===== config.mk =====
export PLATFORM = sky130hd
export DESIGN_NAME = fifo2core
export DESIGN_NICKNAME = d
export VERILOG_FILES = /design/src/rtl/fifo2core.sv
export SDC_FILE = /design/constraint.sdc
export NUM_CORES = 1
export LEC_CHECK = 0
export BUFFER_PORTS_ARGS = -buffer_cell sky130_fd_sc_hd__clkbuf_2
export CAP_MARGIN = 20
export CORE_MARGIN = 1.5
export CORE_UTILIZATION = 45
export DETAILED_ROUTE_END_ITERATION = 8
export GPL_TIMING_DRIVEN = 0
export PLACE_DENSITY_LB_ADDON = 0.3
export SLEW_MARGIN = 10
export SYNTH_ARGS = -nofsm -noshare
export SYNTH_HDL_FRONTEND = slang
export SYNTH_SLANG_ARGS = --single-unit

===== constraint.sdc =====
create_clock -name clk -period 2.9 [get_ports clk]
set_input_delay 0.29 -clock clk [delete_from_list [all_inputs] [get_ports clk]]
set_output_delay 0.29 -clock clk [all_outputs]
set_load 0.03 [all_outputs]

===== src/rtl/fifo2core.sv =====
// rtl/fifo2core.sv - core-clock end of the command/status FIFO path
//
// Downlink: pops {modifier, data} command words from the downlink FIFO and
// applies them to the core (config register, channel register, transmit
// handshake, write-1-to-clear of the overrun flag).
// Uplink: pushes status changes, received words and config/channel echoes
// back as {modifier, data} words so the bus-side shadow registers track the core.
//
// Ports:
//   clk, rst                   core clock, synchronous active-high reset
//   fifo_read_empty/data/inc   downlink FIFO (first-word fall-through) and pop strobe
//   fifo_write_full/data/inc   uplink FIFO full flag, pushed word and push strobe
//   config_out, channel_out    core configuration and channel select registers
//   tx_data/tx_valid/tx_ready  transmit-data handshake to the core
//   rx_data/rx_valid           received word and its one-cycle strobe
//   status_in                  live core status (top bit ignored)
//   rx_overrun                 sticky flag: a received word was lost

module fifo2core #(
    parameter int          CONFIG_REG_WIDTH  = 16,
    parameter int          STATUS_REG_WIDTH  = 16,
    parameter int          CHANNEL_REG_WIDTH = 2,
    parameter logic [1:0]  CONFIG_MODIFIER   = 2'd0,
    parameter logic [1:0]  DATA_MODIFIER     = 2'd1,
    parameter logic [1:0]  STATUS_MODIFIER   = 2'd2,
    parameter logic [1:0]  CHANNEL_MODIFIER  = 2'd3
) (
    input  logic                         clk,
    input  logic                         rst,
    input  logic                         fifo_read_empty,
    input  logic [33:0]                  fifo_read_data,
    output logic                         fifo_read_inc,
    input  logic                         fifo_write_full,
    output logic [33:0]                  fifo_write_data,
    output logic                         fifo_write_inc,
    output logic [CONFIG_REG_WIDTH-1:0]  config_out,
    output logic [CHANNEL_REG_WIDTH-1:0] channel_out,
    output logic [31:0]                  tx_data,
    output logic                         tx_valid,
    input  logic                         tx_ready,
    input  logic [31:0]                  rx_data,
    input  logic                         rx_valid,
    input  logic [STATUS_REG_WIDTH-1:0]  status_in,
    output logic                         rx_overrun
);

    typedef enum logic [2:0] {
        IDLE    = 3'b001,
        EXEC    = 3'b010,
        WAIT_TX = 3'b100
    } state_t;

    state_t state;
    state_t state_next;

    logic [33:0] cmd_r;
    logic [1:0]  cmd_mod;

    // Downlink control strobes decoded from the FSM
    logic pop;
    logic ld_cfg;
    logic ld_ch;
    logic ld_tx;
    logic clr_tx;
    logic clr_ovr;

    // Uplink state
    logic [STATUS_REG_WIDTH-1:0] last_status;
    logic [STATUS_REG_WIDTH-1:0] stat_word;
    logic                        status_diff;
    logic                        status_pend;
    logic                        rx_pend;
    logic [31:0]                 rx_hold;
    logic                        cfg_echo_pend;
    logic                        ch_echo_pend;

    logic        srv_stat;
    logic        srv_rx;
    logic        srv_cfg;
    logic        srv_ch;
    logic        push;
    logic [33:0] push_word;

    // The top status bit is replaced by rx_overrun in the uplink word.
    logic status_msb_unused;
    assign status_msb_unused = status_in[STATUS_REG_WIDTH-1];

    assign cmd_mod = cmd_r[33:32];

    // ------------------------------------------------------------------
    // Downlink FSM
    // ------------------------------------------------------------------
    always_ff @(posedge clk) begin
        if (rst) begin
            state <= IDLE;
        end else begin
            state <= state_next;
        end
    end

    always_comb begin
        state_next = state;
        pop        = 1'b0;
        ld_cfg     = 1'b0;
        ld_ch      = 1'b0;
        ld_tx      = 1'b0;
        clr_tx     = 1'b0;
        clr_ovr    = 1'b0;
        case (state)
            IDLE: begin
                if (!fifo_read_empty) begin
                    pop        = 1'b1;
                    state_next = EXEC;
                end
            end
            EXEC: begin
                state_next = IDLE;
                if (cmd_mod == CONFIG_MODIFIER) begin
                    ld_cfg = 1'b1;
                end else if (cmd_mod == CHANNEL_MODIFIER) begin
                    ld_ch = 1'b1;
                end else if (cmd_mod == DATA_MODIFIER) begin
                    ld_tx      = 1'b1;
                    state_next = WAIT_TX;
                end else if (cmd_mod == STATUS_MODIFIER) begin
                    clr_ovr = cmd_r[15];
                end
            end
            WAIT_TX: begin
                if (tx_ready) begin
                    clr_tx     = 1'b1;
                    state_next = IDLE;
                end
            end
            default: state_next = IDLE;
        endcase
    end

    // ------------------------------------------------------------------
    // Uplink arbitration: status > rx data > config echo > channel echo
    // ------------------------------------------------------------------
    assign stat_word   = {rx_overrun, status_in[STATUS_REG_WIDTH-2:0]};
    assign status_diff = (stat_word != last_status);

    assign srv_stat = !fifo_write_full && status_pend;
    assign srv_rx   = !fifo_write_full && !status_pend && rx_pend;
    assign srv_cfg  = !fifo_write_full && !status_pend && !rx_pend && cfg_echo_pend;
    assign srv_ch   = !fifo_write_full && !status_pend && !rx_pend && !cfg_echo_pend
                      && ch_echo_pend;
    assign push     = srv_stat || srv_rx || srv_cfg || srv_ch;

    always_comb begin
        push_word = '0;
        if (srv_stat) begin
            push_word = {STATUS_MODIFIER, 32'(stat_word)};
        end else if (srv_rx) begin
            push_word = {DATA_MODIFIER, rx_hold};
        end else if (srv_cfg) begin
            push_word = {CONFIG_MODIFIER, 32'(config_out)};
        end else if (srv_ch) begin
            push_word = {CHANNEL_MODIFIER, 32'(channel_out)};
        end
    end

    // ------------------------------------------------------------------
    // Datapath registers
    // ------------------------------------------------------------------
    always_ff @(posedge clk) begin
        if (rst) begin
            cmd_r           <= '0;
            fifo_read_inc   <= 1'b0;
            config_out      <= '0;
            channel_out     <= '0;
            tx_data         <= '0;
            tx_valid        <= 1'b0;
            rx_overrun      <= 1'b0;
            rx_hold         <= '0;
            rx_pend         <= 1'b0;
            status_pend     <= 1'b0;
            last_status     <= '0;
            cfg_echo_pend   <= 1'b0;
            ch_echo_pend    <= 1'b0;
            fifo_write_data <= '0;
            fifo_write_inc  <= 1'b0;
        end else begin
            fifo_read_inc <= pop;
            if (pop) begin
                cmd_r <= fifo_read_data;
            end

            if (ld_cfg) begin
                config_out <= cmd_r[CONFIG_REG_WIDTH-1:0];
            end
            if (ld_ch) begin
                channel_out <= cmd_r[CHANNEL_REG_WIDTH-1:0];
            end
            if (ld_tx) begin
                tx_data  <= cmd_r[31:0];
                tx_valid <= 1'b1;
            end else if (clr_tx) begin
                tx_valid <= 1'b0;
            end

            // A new word landing on an unserved one loses the old word; the
            // set takes priority over a same-cycle software clear.
            if (rx_valid) begin
                rx_hold <= rx_data;
            end
            rx_pend <= rx_valid || (rx_pend && !srv_rx);
            if (rx_valid && rx_pend && !srv_rx) begin
                rx_overrun <= 1'b1;
            end else if (clr_ovr) begin
                rx_overrun <= 1'b0;
            end

            // Serving pushes the live status word, so a change in the serving
            // cycle is already covered and the flag can drop.
            if (srv_stat) begin
                status_pend <= 1'b0;
                last_status <= stat_word;
            end else begin
                status_pend <= status_pend || status_diff;
            end

            cfg_echo_pend <= ld_cfg || (cfg_echo_pend && !srv_cfg);
            ch_echo_pend  <= ld_ch || (ch_echo_pend && !srv_ch);

            fifo_write_inc <= push;
            if (push) begin
                fifo_write_data <= push_word;
            end
        end
    end

endmodule


# Word-level counts from Yosys, hierarchy flattened
# Cells that the tools add are included.
# word_totals
output_inout_bits,88
input_bits,88
word_cells,88
reg_bits,177
# op_classes
n_reduce_logical,31
n_eq_ne,9
n_mux,32
# ops
cell,n
$mux W34,4
$mux W1,22
$ne A16 B16 Y1,1
$mux W3,5
$logic_and A1 B1 Y1,12
$pmux W3 S3,1
$logic_not A1 Y1,7
$logic_or A1 B1 Y1,7
$eq A2 B2 Y1 const B,2
$ne A2 B2 Y1 const B,2
$reduce_bool A2 Y1,2
$eq A3 B1 Y1 const B,1
$eq A3 B2 Y1 const B,1
$eq A3 B3 Y1 const B,1
$eq A2 B1 Y1 const B,1
$logic_not A2 Y1,1
$reduce_and A2 Y1,1
$reduce_or A2 Y1,1

# Depth between registers and ports, before layout
# depth
ltp_word,9
depth_mapped,7

# Worst setup path before layout
# OpenSTA, ideal clock, no wires.
# synth_path
kind,register to register
startpoint,reg state[2]
endpoint,reg config_out[10]
path_slack_ns,1.468
setup_ns,0.128
n_path_buf,2
stages_incl_launch_ff,7
arrival_ns,1.304
path_cell_list,dfxtp_1 > nor4b_2 > and2b_1 > buf_6 > buf_12 > mux2i_1 > nor2_1
# synth_between
elab_chain_len,2
# synth_lines
element,line,rtl
"start, declared",53,state_t state;
"start signal, assigned",97,state <= state_next;
$eq A3 B2 Y1,109,case (state)
$mux W1,109,
"end signal, assigned",192,config_out <= cmd_r[CONFIG_REG_WIDTH-1:0];
"end, declared",36,"output logic [CONFIG_REG_WIDTH-1:0] config_out,"
# No other way between the ends.
# A chain may end at the register's enable or synchronous reset.

# Worst setup path after layout
# layout_path
startpoint,reg status_pend
endpoint,reg fifo_write_data[13]
# layout_between
elab_chain_len,7
word_cells_on_any_way,14
cone_classes,3 x mux; 11 x reduce/logical
# layout_lines
element,line,rtl
"start, declared",71,logic status_pend;
"start signal, assigned",222,status_pend <= status_pend || status_diff;
$logic_not A1 Y1,"146, 147, 148",
$logic_and A1 B1 Y1,"146, 147, 148",
$logic_and A1 B1 Y1,"147, 148",
$logic_and A1 B1 Y1,147,assign srv_cfg = !fifo_write_full && !status_pend && !rx_pend && cfg_echo_pend;
$mux W34,158,end else if (srv_cfg) begin
$mux W34,156,end else if (srv_rx) begin
$mux W34,154,if (srv_stat) begin
"end signal, assigned",230,fifo_write_data <= push_word;
"end, declared",34,"output logic [33:0] fifo_write_data,"
# Several ways; a longest one is shown, not always the timed one.

==> summary.md <==
| Metric | Value |
|---|---|
| Worst endpoint data arrival time | 2.06 ns |
| All-Layer GR Usage | 0.233 |
| Row Count | 43 |
| Startpoint of the worst hold path | fifo_read_data[28] |
| DR iter-0 viols | 400 |
| Max Freq | 0.586 GHz |
| I/O pin count | 176 |
| Synth Cell Area | approximately 6600 um2 |
| CP max FO | 10 |
| Fin Clk Skew | between 0.006 and 0.007 ns |
| WHS Path Cells | 3 |
| Postcts setup bufs | 0 |
| Post-route insts no fill | 1,115 |
| First-pass GRT wire length | between 20 and 30 mm |
| Worst r2r src | status_pend$_SDFF_PP0_ |
| Reg-to-reg slack, setup | approximately 1.2 ns |
| Layout cells sized above 1 | 0.248 |
| Main synth FF type | dfxtp_1 |
| Req. time, crit path | 3.25 ns |
| Final-layout fill cell count | 1,279 |
| # diodes | 0 |
| CTS tree | done |
| Max Cap Violations | 0 |
| Yosys Warn Count | 0 |
| Vias per cell | 5.11 |
| Routed wire length | 17.6 mm |
| Crit end category | flip-flop |
| Post-route antenna net violation count | 0 |
| Post-synth EDFFs | 0 |
| Reg clk slew, reported paths | 0.06 ns |
| Avg Cell Area, Syn | 8.97 um2 |
| Die W | 124 um |
| Die Span Y | 124 um |
| Port Buf Inserts | 172 |
| Grt ovf | 0 |
| First-pass DRT Iterations | 6 |
| Asr flop ratio synth | 0 |
| Pwr dens | between 600 and 700 nW/um2 |
| Via count | between 5,000 and 6,000 |
| Net Count, Synth | between 800 and 900 |
| Pin slew with the least headroom to its limit | 0.638 ns |
| Reg2reg path depth | 6 |
| RSZ-0062 raised after global routing | false |
| Final hold viol count | 0 |
| CP Launch Type | flip-flop |
| FF+latch count, synth | 177 |
| Reg2Reg Capture Point | fifo_write_data[13]$_SDFFE_PP0P_ |
| Vias in the first global route | 5,337 |
| Hold Buf Count CTS | 0 |
| Fin. max-slew vios | 0 |
| Die area | 15,300 um2 |
| WL per Instance | roughly 16 um |
| DRC viols | 0 |
| Worst slew margin | 0.574 |
| RD Place Congestion | 0.806 |
| Cts repair resizes | 0 |
| Worst VDD drop | 0.553 mV |
| Syn Inst Count | approximately 730 |
| Minimum clock period | 1.71 ns |
| Worst skew pair latency | roughly 0.42 ns |
| Setup CP Type | reg -> reg |
| Largest net degree at the start of global routing | 17 |
| CTS max path bufs | 2 |
| Placed insts | between 1,000 and 1,500 |
| Worst Hold Class | in -> reg |
| CTS Buf Count | 17 |
| Nets@finish | 1,011 |
| Max H-tree Level | 4 |
| Clk root buf | clkbuf_16 |
| DP HPWL | 13.0 mm |
| Initial Util | 0.468 |
| Seq/Total Area, Yosys | 0.539 |
| Worst hold endpoint | cmd_r[28]$_SDFFE_PP0P_ |
| Clk sinks | 177 |
| P&R area growth vs syn | 25.4% |
| LEAKAGE | 3.44 nW |
| Initial antenna violation count | 0 |
| Final setup vio count | 0 |
| Core Box Area | 14,000 um2 |
| Period utilization | 0.588 |
| Status | complete, no violations |
| Post-route setup TNS | 0 ns |
| Synth unique cells | 40 |
-- critical path, stage by stage (launching register included) --
cell and delay, ns:
dfxtp_1 0.33, buf_6 0.13, inv_2 0.06, nor2_1 0.27, clkbuf_1 0.47, a222oi_1 0.23
a21oi_1 0.15
-- layer usage --
layer | GRT usage | wire [um] | up-vias
met1 | 0.306 | 8080 | 2646
met4 | 0.0596 | 239 | 0
met5 | 0 | 0 | -
met2 | 0.373 | 8040 | 191
met3 | 0.0719 | 1220 | 18
li1 | - | - | 2848
-- cell usage in the layout (no fill, tap or decap), types with 3 or more instances in the layout --
master	n
a21oi_1	101
a222oi_1	14
a22oi_1	16
a311oi_1	5
buf_2	10
buf_4	6
buf_6	7
bufinv_16	3
clkbuf_1	29
clkbuf_16	17
clkbuf_2	172
clkinv_2	7
dfxtp_1	177
inv_1	3
mux2i_1	50
nand2_1	185
nand3b_1	3
nand4_1	3
nor2_1	74
nor2b_1	4
nor3_1	4
xnor2_1	16
-- synth_stat cells, types with 2 or more instances --
cell type / instances / share of area
mux2i_1: 50 / 0.076
a21oi_1: 101 / 0.077
buf_4: 6 / 0.0069
nand4_1: 3 / 0.0029
a311oi_1: 5 / 0.0067
dfxtp_1: 177 / 0.54
xnor2_1: 16 / 0.021
nand3_1: 2 / 0.0015
nor3_1: 4 / 0.0030
nor2_1: 74 / 0.042
nand3b_1: 3 / 0.0034
a222oi_1: 14 / 0.021
nand2_1: 185 / 0.11
a22oi_1: 16 / 0.018
clkbuf_1: 28 / 0.016
buf_2: 10 / 0.0076
inv_1: 3 / 0.0017
a31oi_1: 2 / 0.0019
o21ai_0: 2 / 0.0015
nor2b_1: 4 / 0.0038
buf_6: 7 / 0.012
buf_1: 2 / 0.0011
-- how the worst max path moves through the flow --
stage / to / startpoint / slack (ns) / depth (start not counted)
final: fifo_write_data[13]$_SDFFE_PP0P_ / status_pend$_SDFF_PP0_ / 1.19 / 6
after global routing: fifo_write_data[12]$_SDFFE_PP0P_ / rx_pend$_SDFF_PP0_ / 1.01 / 6
after CTS: fifo_write_data[13]$_SDFFE_PP0P_ / rx_pend$_SDFF_PP0_ / 1.22 / 6
after detailed placement: cmd_r[4]$_SDFFE_PP0P_ / rst / 1.06 / 4
after global placement: last_status[14]$_SDFFE_PP0P_ / rst / 1.09 / 4
after floorplan: config_out[10]$_SDFFE_PP0P_ / state[2]$_SDFFE_PP0P_ / 1.47 / 6
-- final cells by class --
| cell class | instances | area, um2 | area share |
|---|---|---|---|
| Sequential cell | 177 | 3540 | 0.430 |
| Multi-Input combinational cell | 497 | 2700 | 0.328 |
| Timing Repair Buffer | 172 | 861 | 0.104 |
| Clock buffer | 19 | 443 | 0.0538 |
| Buffer | 54 | 307 | 0.0372 |
| Tap cell | 180 | 225 | 0.0273 |
| Clock inverter | 12 | 141 | 0.0172 |
| Inverter | 4 | 15.0 | 0.00182 |
-- power by group --
part           switching [mW]  internal [mW]
Clock                   0.918           1.36
Sequential             0.0609           2.52
Combinational           0.277          0.184
-- kinds of logic after synthesis --
kind of cell,after synthesis,share of synthesized area
and+or+nand+nor,287,0.180
DFF,177,0.539
AOI/OAI and AO/OA,144,0.134
buffers and inverters,58,0.0490
muxes,50,0.0762
xor gates and xnor gates,16,0.0213
-- registers in the layout (all words and copies together) (netlist names) --
register,flops
tx_valid,1
rx_pend,1
rx_overrun,1
tx_data,32
fifo_read_inc,1
rx_hold,32
ch_echo_pend,1
config_out,16
last_status,16
state,3
fifo_write_data,34
channel_out,2
status_pend,1
fifo_write_inc,1
cfg_echo_pend,1
cmd_r,34
-- through the flow --
stage | total power [mW] | worst slack, ns | area, um2 | utilization | hold WS, ns
4_1_cts | 5.36 | 1.22 | 8240 | 0.587 | 0.0688
3_5_place_dp | 3.10 | 1.06 | 7650 | 0.545 | 0.447
6_report | 5.33 | 1.19 | 8240 | 0.587 | 0.0790
5_1_grt | 5.53 | 1.01 | 8240 | 0.587 | 0.0759
2_1_floorplan | 2.92 | 1.47 | 6570 | - | 0.426
3_3_place_gp | 3.09 | 1.09 | 7650 | 0.545 | 0.438
Power figures use the tool's default switching activity.
